--- config.mk ---
export PLATFORM = sky130hd
export DESIGN_NAME = branch_event_counters
export DESIGN_NICKNAME = d
export VERILOG_FILES = /design/src/rtl/branch_event_counters_pkg.sv /design/src/rtl/event_counter_channel.sv /design/src/rtl/branch_event_counters.sv
export SDC_FILE = /design/constraint.sdc
export NUM_CORES = 1
export LEC_CHECK = 0
export ABC_AREA = 1
export ABC_CLOCK_PERIOD_IN_PS = 2750
export BUFFER_PORTS_ARGS = -buffer_cell sky130_fd_sc_hd__buf_2
export CORE_MARGIN = 2
export CORE_UTILIZATION = 61
export DETAILED_ROUTE_END_ITERATION = 16
export PLACE_DENSITY_LB_ADDON = 0.05
export SYNTH_ARGS = -nofsm -noshare
export SYNTH_HDL_FRONTEND = slang
export SYNTH_SLANG_ARGS = --single-unit
--- constraint.sdc ---
create_clock -name CLOCK -period 2.75 [get_ports CLOCK]
set_input_delay 0.1375 -clock CLOCK [delete_from_list [all_inputs] [get_ports CLOCK]]
set_output_delay 0.1375 -clock CLOCK [all_outputs]
set_load 0.01 [all_outputs]
--- src/rtl/branch_event_counters_pkg.sv ---
`default_nettype none
// ============================================================================
//  Module   : branch_event_counters_pkg
//  Purpose  : Shared constants for the branch-predictor event counter bank:
//             counting modes, readback select width and the channel map used
//             by the branch-resolution stage.
//  Revision : 1.0 - initial release
// ============================================================================
package branch_event_counters_pkg;

    // Counting behaviour when a live counter is at its maximum value
    localparam int MODE_WRAP = 0;
    localparam int MODE_SAT  = 1;

    // Readback index width; covers up to 16 channels
    localparam int RD_SEL_W = 4;

    // Channel assignments used by the pipeline
    localparam int CH_BRANCH   = 0;
    localparam int CH_MISPRED  = 1;
    localparam int CH_BTB_MISS = 2;
    localparam int CH_FLUSH    = 3;

    // Bits needed by a timer that counts 0..window-1 (at least one bit)
    function automatic int timer_width(input int window);
        if (window < 2) begin
            return 1;
        end
        return $clog2(window);
    endfunction

endpackage
`default_nettype wire

--- src/rtl/event_counter_channel.sv ---
`default_nettype none
// ============================================================================
//  Module   : event_counter_channel
//  Purpose  : One live event counter with a sticky overflow flag. Clear wins
//             over a window restart, which wins over a plain increment.
//  Revision : 1.0 - initial release
// ============================================================================
module event_counter_channel
    import branch_event_counters_pkg::*;
#(
    parameter int WIDTH    = 16,
    parameter int SATURATE = MODE_WRAP
) (
    input  logic             clk,
    input  logic             rst,
    input  logic             inc,
    input  logic             clr,
    input  logic             restart,
    output logic [WIDTH-1:0] o_count,
    output logic             o_overflow
);

    localparam logic [WIDTH-1:0] c_max = '1;
    localparam logic [WIDTH-1:0] c_one = {{(WIDTH-1){1'b0}}, 1'b1};

    logic [WIDTH-1:0] r_count;
    logic             r_overflow;

    // Live count and sticky overflow; a restart reloads with the current event
    // so an event landing on the window boundary is counted in the new window
    always_ff @(posedge clk) begin
        if (rst) begin
            r_count    <= '0;
            r_overflow <= 1'b0;
        end else if (clr) begin
            r_count    <= '0;
            r_overflow <= 1'b0;
        end else if (restart) begin
            r_count    <= inc ? c_one : '0;
            r_overflow <= 1'b0;
        end else if (inc) begin
            if (r_count == c_max) begin
                r_overflow <= 1'b1;
                if (SATURATE == MODE_SAT) begin
                    r_count <= c_max;
                end else begin
                    r_count <= '0;
                end
            end else begin
                r_count <= r_count + c_one;
            end
        end
    end

    assign o_count    = r_count;
    assign o_overflow = r_overflow;

endmodule
`default_nettype wire

--- src/rtl/branch_event_counters.sv ---
`default_nettype none
// ============================================================================
//  Module   : branch_event_counters
//  Purpose  : Multi-channel event counter bank for branch-predictor
//             evaluation. Live counters with wrap/saturate and sticky
//             overflow, a snapshot bank filled by a manual request or by a
//             periodic window, and a registered indexed readback port.
//  Revision : 1.0 - initial release
// ============================================================================
module branch_event_counters
    import branch_event_counters_pkg::*;
#(
    parameter int WIDTH    = 16,
    parameter int NUM_CH   = 4,
    parameter int SATURATE = MODE_WRAP,
    parameter int WINDOW   = 0
) (
    input  logic                CLOCK,
    input  logic                INIT,
    input  logic                ENABLE,
    input  logic [NUM_CH-1:0]   EVENT,
    input  logic [NUM_CH-1:0]   CLEAR,
    input  logic                SNAP,
    input  logic [RD_SEL_W-1:0] RD_SEL,
    output logic [WIDTH-1:0]    RD_DATA,
    output logic                RD_OVF,
    output logic                SNAP_VALID,
    output logic [NUM_CH-1:0]   OVERFLOW
);

    logic               w_expire;
    logic               w_trigger;
    logic [WIDTH-1:0]   w_count [NUM_CH];
    logic [NUM_CH-1:0]  w_ovf;

    logic [WIDTH-1:0]   r_snap [NUM_CH];
    logic [NUM_CH-1:0]  r_snap_ovf;
    logic               r_snap_valid;
    logic [WIDTH-1:0]   r_rd_data;
    logic               r_rd_ovf;

    logic [WIDTH-1:0]   w_rd_data;
    logic               w_rd_ovf;

    // ------------------------------------------------------------------------
    // Window timer: free-runs 0..WINDOW-1 regardless of ENABLE; the cycle it
    // sits at WINDOW-1 is the expiry that snapshots and restarts the counters
    // ------------------------------------------------------------------------
    generate
        if (WINDOW > 0) begin : g_window
            localparam int             c_tw   = timer_width(WINDOW);
            localparam logic [c_tw-1:0] c_last = c_tw'(WINDOW - 1);
            localparam logic [c_tw-1:0] c_one  = c_tw'(1);

            logic [c_tw-1:0] r_timer;

            // Advance the window timer, wrapping at the expiry cycle
            always_ff @(posedge CLOCK) begin
                if (INIT) begin
                    r_timer <= '0;
                end else if (r_timer == c_last) begin
                    r_timer <= '0;
                end else begin
                    r_timer <= r_timer + c_one;
                end
            end

            assign w_expire = (r_timer == c_last);
        end else begin : g_no_window
            assign w_expire = 1'b0;
        end
    endgenerate

    // A manual request coinciding with expiry is still one capture
    assign w_trigger = SNAP | w_expire;

    // ------------------------------------------------------------------------
    // Live counter channels
    // ------------------------------------------------------------------------
    generate
        for (genvar i = 0; i < NUM_CH; i++) begin : g_ch
            event_counter_channel #(
                .WIDTH    (WIDTH),
                .SATURATE (SATURATE)
            ) u_channel (
                .clk        (CLOCK),
                .rst        (INIT),
                .inc        (ENABLE & EVENT[i]),
                .clr        (CLEAR[i]),
                .restart    (w_expire),
                .o_count    (w_count[i]),
                .o_overflow (w_ovf[i])
            );
        end
    endgenerate

    assign OVERFLOW = w_ovf;

    // Snapshot bank captures the pre-update live state of every channel
    always_ff @(posedge CLOCK) begin
        if (INIT) begin
            for (int i = 0; i < NUM_CH; i++) begin
                r_snap[i] <= '0;
            end
            r_snap_ovf <= '0;
        end else if (w_trigger) begin
            for (int i = 0; i < NUM_CH; i++) begin
                r_snap[i] <= w_count[i];
            end
            r_snap_ovf <= w_ovf;
        end
    end

    // Capture notification, high for the single cycle after the capture edge
    always_ff @(posedge CLOCK) begin
        if (INIT) begin
            r_snap_valid <= 1'b0;
        end else begin
            r_snap_valid <= w_trigger;
        end
    end

    // Read mux; any index with no channel behind it reads as zero
    always_comb begin
        w_rd_data = '0;
        w_rd_ovf  = 1'b0;
        for (int i = 0; i < NUM_CH; i++) begin
            if (RD_SEL == RD_SEL_W'(i)) begin
                w_rd_data = r_snap[i];
                w_rd_ovf  = r_snap_ovf[i];
            end
        end
    end

    // Registered readback, one cycle behind RD_SEL
    always_ff @(posedge CLOCK) begin
        if (INIT) begin
            r_rd_data <= '0;
            r_rd_ovf  <= 1'b0;
        end else begin
            r_rd_data <= w_rd_data;
            r_rd_ovf  <= w_rd_ovf;
        end
    end

    assign RD_DATA    = r_rd_data;
    assign RD_OVF     = r_rd_ovf;
    assign SNAP_VALID = r_snap_valid;

endmodule
`default_nettype wire

Yosys cells after proc, flatten, opt, wreduce, memory -nomap -nowiden
Memories as Yosys holds them, arrays and structs flattened.
Index checks and enable logic that the tools add are counted.
{ "word_totals": {"latch_bits": 0, "inputBits": 16, "mem_count": 1, "ff_bits": 90, "out_inout_bits": 22, "mem_bits_rw": 64, "rom_bits": 0} }
{ "op_classes": {"add_sub_neg": 4, "n_lt_le_gt_ge": 0, "muxes": 21, "div": 0, "n_reduce_logical": 9, "n_mul": 0, "shifts": 0, "bitwise_logic": 8, "n_eq_ne": 7} }
{ "memory_table": {"columns": ["name", "words", "width", "rd", "rd_clocked_by_memory_dff", "wr", "line", "rtl"], "rows": [
  ["r_snap", 4, 16, 4, 0, 4, "branch_event_counters.sv:36", "logic [WIDTH-1:0] r_snap [NUM_CH];"]
]} }
{ "op_table": {"columns": ["operator", "count"], "rows": [
  ["$mux W16", 12],
  ["$add A16 B1 Y16 const B", 4],
  ["$eq A16 B16 Y1 const B", 4],
  ["$mux W1", 9],
  ["$eq A4 B2 Y1 const B", 2],
  ["$reduce_and A2 Y1", 4],
  ["$reduce_or A2 Y1", 4],
  ["$and A1 B1 Y1", 4],
  ["$eq A4 B1 Y1 const B", 1],
  ["$logic_not A4 Y1", 1],
  ["$or A1 B1 Y1", 4]
]} }

Logic depth before layout (Yosys ltp)
{ "logic_depth": {"ltp_word": 5, "depth_mapped": 9, "depth_no_buf": 9} }

Modules after synthesis
Synthesis repeated with hierarchy kept, for this count alone.
{ "hier_totals": {"hier_cells": 937, "hier_area_um2": 7333.3} }
{ "by_module_without_submodules": {"columns": ["mod", "n_inst", "seq_area_each_um2", "area_each_um2", "cells_each"], "rows": [
  ["branch_event_counters", 1, 2362.3, 3699.8, 401],
  ["event_counter_channel", 4, 340.3, 908.4, 134]
]} }

Worst setup path before layout
No wires, ideal clock.
{ "synth_timing": {"path_type": "input to register", "start": "input port INIT", "end": "memory r_snap[0][0], enable pin", "t_required_ns": 2.324, "setup_slack_ns": 0.524, "arrival_time_ns": 1.800, "n_path_buf": 1, "stages": 3, "path_cell_list": "buf_2 inv_1 nand2_1"} }
{ "synth_rtl": {"columns": ["element", "line", "rtl"], "rows": [
  ["start, declared", "branch_event_counters.sv:19", "input logic INIT,"],
  ["end, declared", "branch_event_counters.sv:36", null]
]} }

Worst setup path in the final report
{ "layout_timing": {"start": "register g_ch[2].u_channel.r_count[1]", "end": "register g_ch[2].u_channel.r_count[15]"} }
{ "layout_between": {"elab_chain_len": 2, "word_cells_on_any_way": 3, "cone_classes": "add/sub (1); eq/ne (1); mux (1)"} }
{ "layout_lines": {"columns": ["element", "line", "rtl"], "rows": [
  ["start, declared", "event_counter_channel.sv:26", "logic [WIDTH-1:0] r_count;"],
  ["start signal, assigned", "event_counter_channel.sv:39", "r_count <= inc ? c_one : '0;"],
  ["start signal, assigned", "event_counter_channel.sv:45", "r_count <= c_max;"],
  ["start signal, assigned", "event_counter_channel.sv:50", "r_count <= r_count + c_one;"],
  ["$add A16 B1 Y16 or $eq A16 B16 Y1 (tied branches)", "event_counter_channel.sv:50, event_counter_channel.sv:42", null],
  ["$mux W16 (*)", "event_counter_channel.sv:42", "if (r_count == c_max) begin"]
]} }
Mark *: on every way between the ends. The rest lies on a longest branch, timed or not.
A chain may end at the register's enable or synchronous reset.

==> reports/metrics.csv <==
stage,metric,value,unit
route,"wirelength, routed",16100,um
timing,slew margin rel.,59.8,%
timing,slack of the critical path,0.970,ns
timing,final worst-path cycle share,64.7,%
timing,RSZ-0062 raised after global routing,false,
worst_setup_path,critical path cell sequence,ha_1 -> nand2_1 -> nor2_1 -> nand2_1 -> nor2_2 -> nand3_1 -> nand2_1 -> nor2_1,
timing,total negative slack,0,ns
synth,#FFs+latches synth,154,
route,1st-iter DRT viols,625,
worst_setup_path,WS Path Type,register to register,
floorplan,die height,110,um
place,final weighted congestion in routability-driven placement,0.896,
status,status,finished clean,
power_and_ir_drop,Cell Pwr Density,626,nW/um2
synth,Synth Instances,897,
worst_setup_path,Reg2Reg Depth,8,
timing,Least-Margin Pin Slew,0.602,ns
floorplan,Initial Util,63.1,%
route,routed len/inst,14.7,um
clock_tree,Clock Latency Late Sink,0.44,ns
floorplan,row cnt,38,
floorplan,Ports,38,
clock_tree,post-CTS setup buffer count,0,
synth,main area contributors after synthesis,"edfxtp_1 (28%), dfxtp_1 (26%), nand2_1 (12%), nor2_1 (11%), inv_1 (6.8%)",
hold_path,Worst Hold Class,primary input to register,
final_layout,"most common cell after layout, fill and taps aside",nand2_1,
worst_setup_path,CP arrival,2.10,ns
floorplan,Die Area,12200,um2
worst_setup_path,flop2flop setup slack,0.97,ns
worst_setup_path,CP max stage cell,dfxtp_1,
worst_setup_path,worst path buffer plus inverter count,0,
power_and_ir_drop,Leak,3.08,nW
synth,register area share after synthesis,54.0,%
clock_tree,CTS Buf Count,17,
clock_tree,clock tree from TritonCTS,done,
clock_tree,PostCTS Resize Cnt,0,
synth,post-synth top area cell,edfxtp_1,
power_and_ir_drop,Max VDD drop,0.000575,V
timing,final hold vios,0,
clock_tree,CTS Sinks,154,
hold_path,Hold Crit Start,CLEAR[1],
floorplan,die width,110,um
worst_setup_path,CP top delay family,simple AND/OR/NAND/NOR gates,
hold_path,Worst Hold Depth,4,
synth,Synth top area share,27.9,%
clock_tree,Post-CTS Hold Buffers,0,
timing,Max Clock Skew,0.00871,ns
synth,Synth Area per Inst,7.69,um2
synth,Syn Std Cell Area,6900,um2
timing,max-slew violation count,0,
synth,Unique masters post-synth,28,
route,Post-DRT Antenna Nets,0,
worst_setup_path,RR Startpoint,g_ch[2].u_channel.o_count[1],
final_layout,share of layout cells above drive strength 1,8.51,%
place,Post-DP HPWL,11600,um
place,IO buf count,37,
worst_setup_path,most frequent CP cell,nand2_1,
route,Pre-antenna DRT Iters,5,
final_layout,Area Growth Syn to Fin,12.7,%
global_route,Tot GR Track Use,28.2,%
worst_setup_path,CP endpoint kind,register,
synth,syn nets,917,
worst_setup_path,RR Endpoint,g_ch[2].u_channel.o_count[15],
final_layout,FILL cells,911,
place,Setup WS pre-CTS,1.07,ns
final_layout,"commonest cells after routing, fill and taps aside","nand2_1 (222), nor2_1 (205), inv_1 (124)",
global_route,total congestion overflow,0,
global_route,first-pass GRT wire length,25700,um
clock_tree,H-tree lvl count,4,
worst_setup_path,Critical Path Start,g_ch[2].u_channel.o_count[1],
final_layout,ANT cells,0,
hold_path,Worst Hold Path EP,g_ch[1].u_channel.o_count[0],
route,DRC errors left,0,
timing,Max Fclk,0.562,GHz
route,vias post-DR,5891,
run,Max-Cap Viols,0,
clock_tree,root buf cell,clkbuf_16,
floorplan,core area,10900,um2
worst_setup_path,delay of the slowest critical-path stage,0.43,ns
clock_tree,Worst-path clk slew,0.07,ns
timing,Tmin final,1.78,ns
route,vias per cell,5.39,
synth,Synth warnings,0,
global_route,initial antenna violation count,0,
global_route,vias in the first global route,5423,
clock_tree,Longest Clk Path Bufs,2,
worst_setup_path,crit path launch type,register,
timing,setup violators final,0,
final_layout,Final nets,959,
global_route,largest net degree at the start of global routing,36,
worst_setup_path,CP Max Fanout,7,
worst_setup_path,Crit path required time,3.07,ns
-- synth_stat cells (all sizes together) --
master	instances
nand2	223
nor2	210
inv	125
dfxtp	90
edfxtp	64
nand3	51
a21oi	31
o21ai	27
nor3	19
buf	12
xor2	11
nand4	9
clkbuf	7
a211oi	4
ha	4
o22ai	4
nand3b	2
a22oi	1
and2	1
clkinv	1
o211ai	1
-- where the power goes --
| group | switching, mW | total [mW] | internal [mW] |
|---|---|---|---|
| Clock | 0.989 | 2.25 | 1.26 |
| Combinational | 0.132 | 0.176 | 0.0442 |
| Sequential | 0.0183 | 2.44 | 2.42 |
-- per-stage QoR --
stage	power [mW]	hold slack [ns]	area (um2)	std cells	utilization (%)
after floorplan	2.60	0.232	6900	897	-
after global placement	2.66	0.452	7210	1060	65.9
after detailed placement	2.67	0.467	7210	1060	65.9
after CTS	4.87	0.0113	7770	1092	71.1
after global routing	4.98	0.0270	7770	1092	71.1
final	4.86	0.0186	7770	1092	71.1
-- kinds of logic (layout without fill, tap and decap cells) --
family	after synthesis	after routing	synth area share, %
AOI/OAI and AO/OA	68	68	5.23
and+or+nand+nor	515	515	30.3
DFF	154	154	54.0
adders and majority gates	4	4	0.726
buffers and inverters	145	200	8.35
xor gates and xnor gates	11	11	1.40
-- area by class of cell --
cell class	count	area [um2]	share of cell area (%)
timing repair buffer	42	235	3.03
tap	140	175	2.25
multi-input combinational	598	2600	33.4
clock buffer	17	425	5.47
inverter	126	473	6.09
clock inverter	15	140	1.80
sequential	154	3720	47.9
-- routing by layer --
metal  wire length [um]  global-route usage [%]
met5                  0                       0
met4                401                    11.7
met3               1220                    6.47
met2               7510                    44.6
met1               6960                    37.7
-- sequential cells by signal, summed over array words and instances, names as in the netlist --
name / cells
RD_DATA: 16
RD_OVF: 1
SNAP_VALID: 1
g_ch.u_channel.o_count: 64
g_ch.u_channel.o_overflow: 4
r_snap: 64
r_snap_ovf: 4
-- worst max-delay path by stage --
stage,endpoint,slack [ns],cells after the start
6_report,g_ch[2].u_channel.o_count[15],0.97,8
3_3_place_gp,g_ch[1].u_channel.o_count[7],1.13,8
5_1_grt,g_ch[2].u_channel.o_count[7],0.83,8
4_1_cts,g_ch[2].u_channel.o_count[15],1.02,8
3_5_place_dp,g_ch[2].u_channel.o_count[13],1.07,8
2_1_floorplan,r_snap[0][0],0.52,3
-- worst min-delay path: cells and delay by family --
| family | cells | cell delay, ns |
|---|---|---|
| AOI/OAI and AO/OA | 2 | 0.13 |
| buffers and inverters | 1 | 0.08 |
| and+or+nand+nor | 1 | 0.07 |
Note: power is estimated with default switching activity, not from simulation.
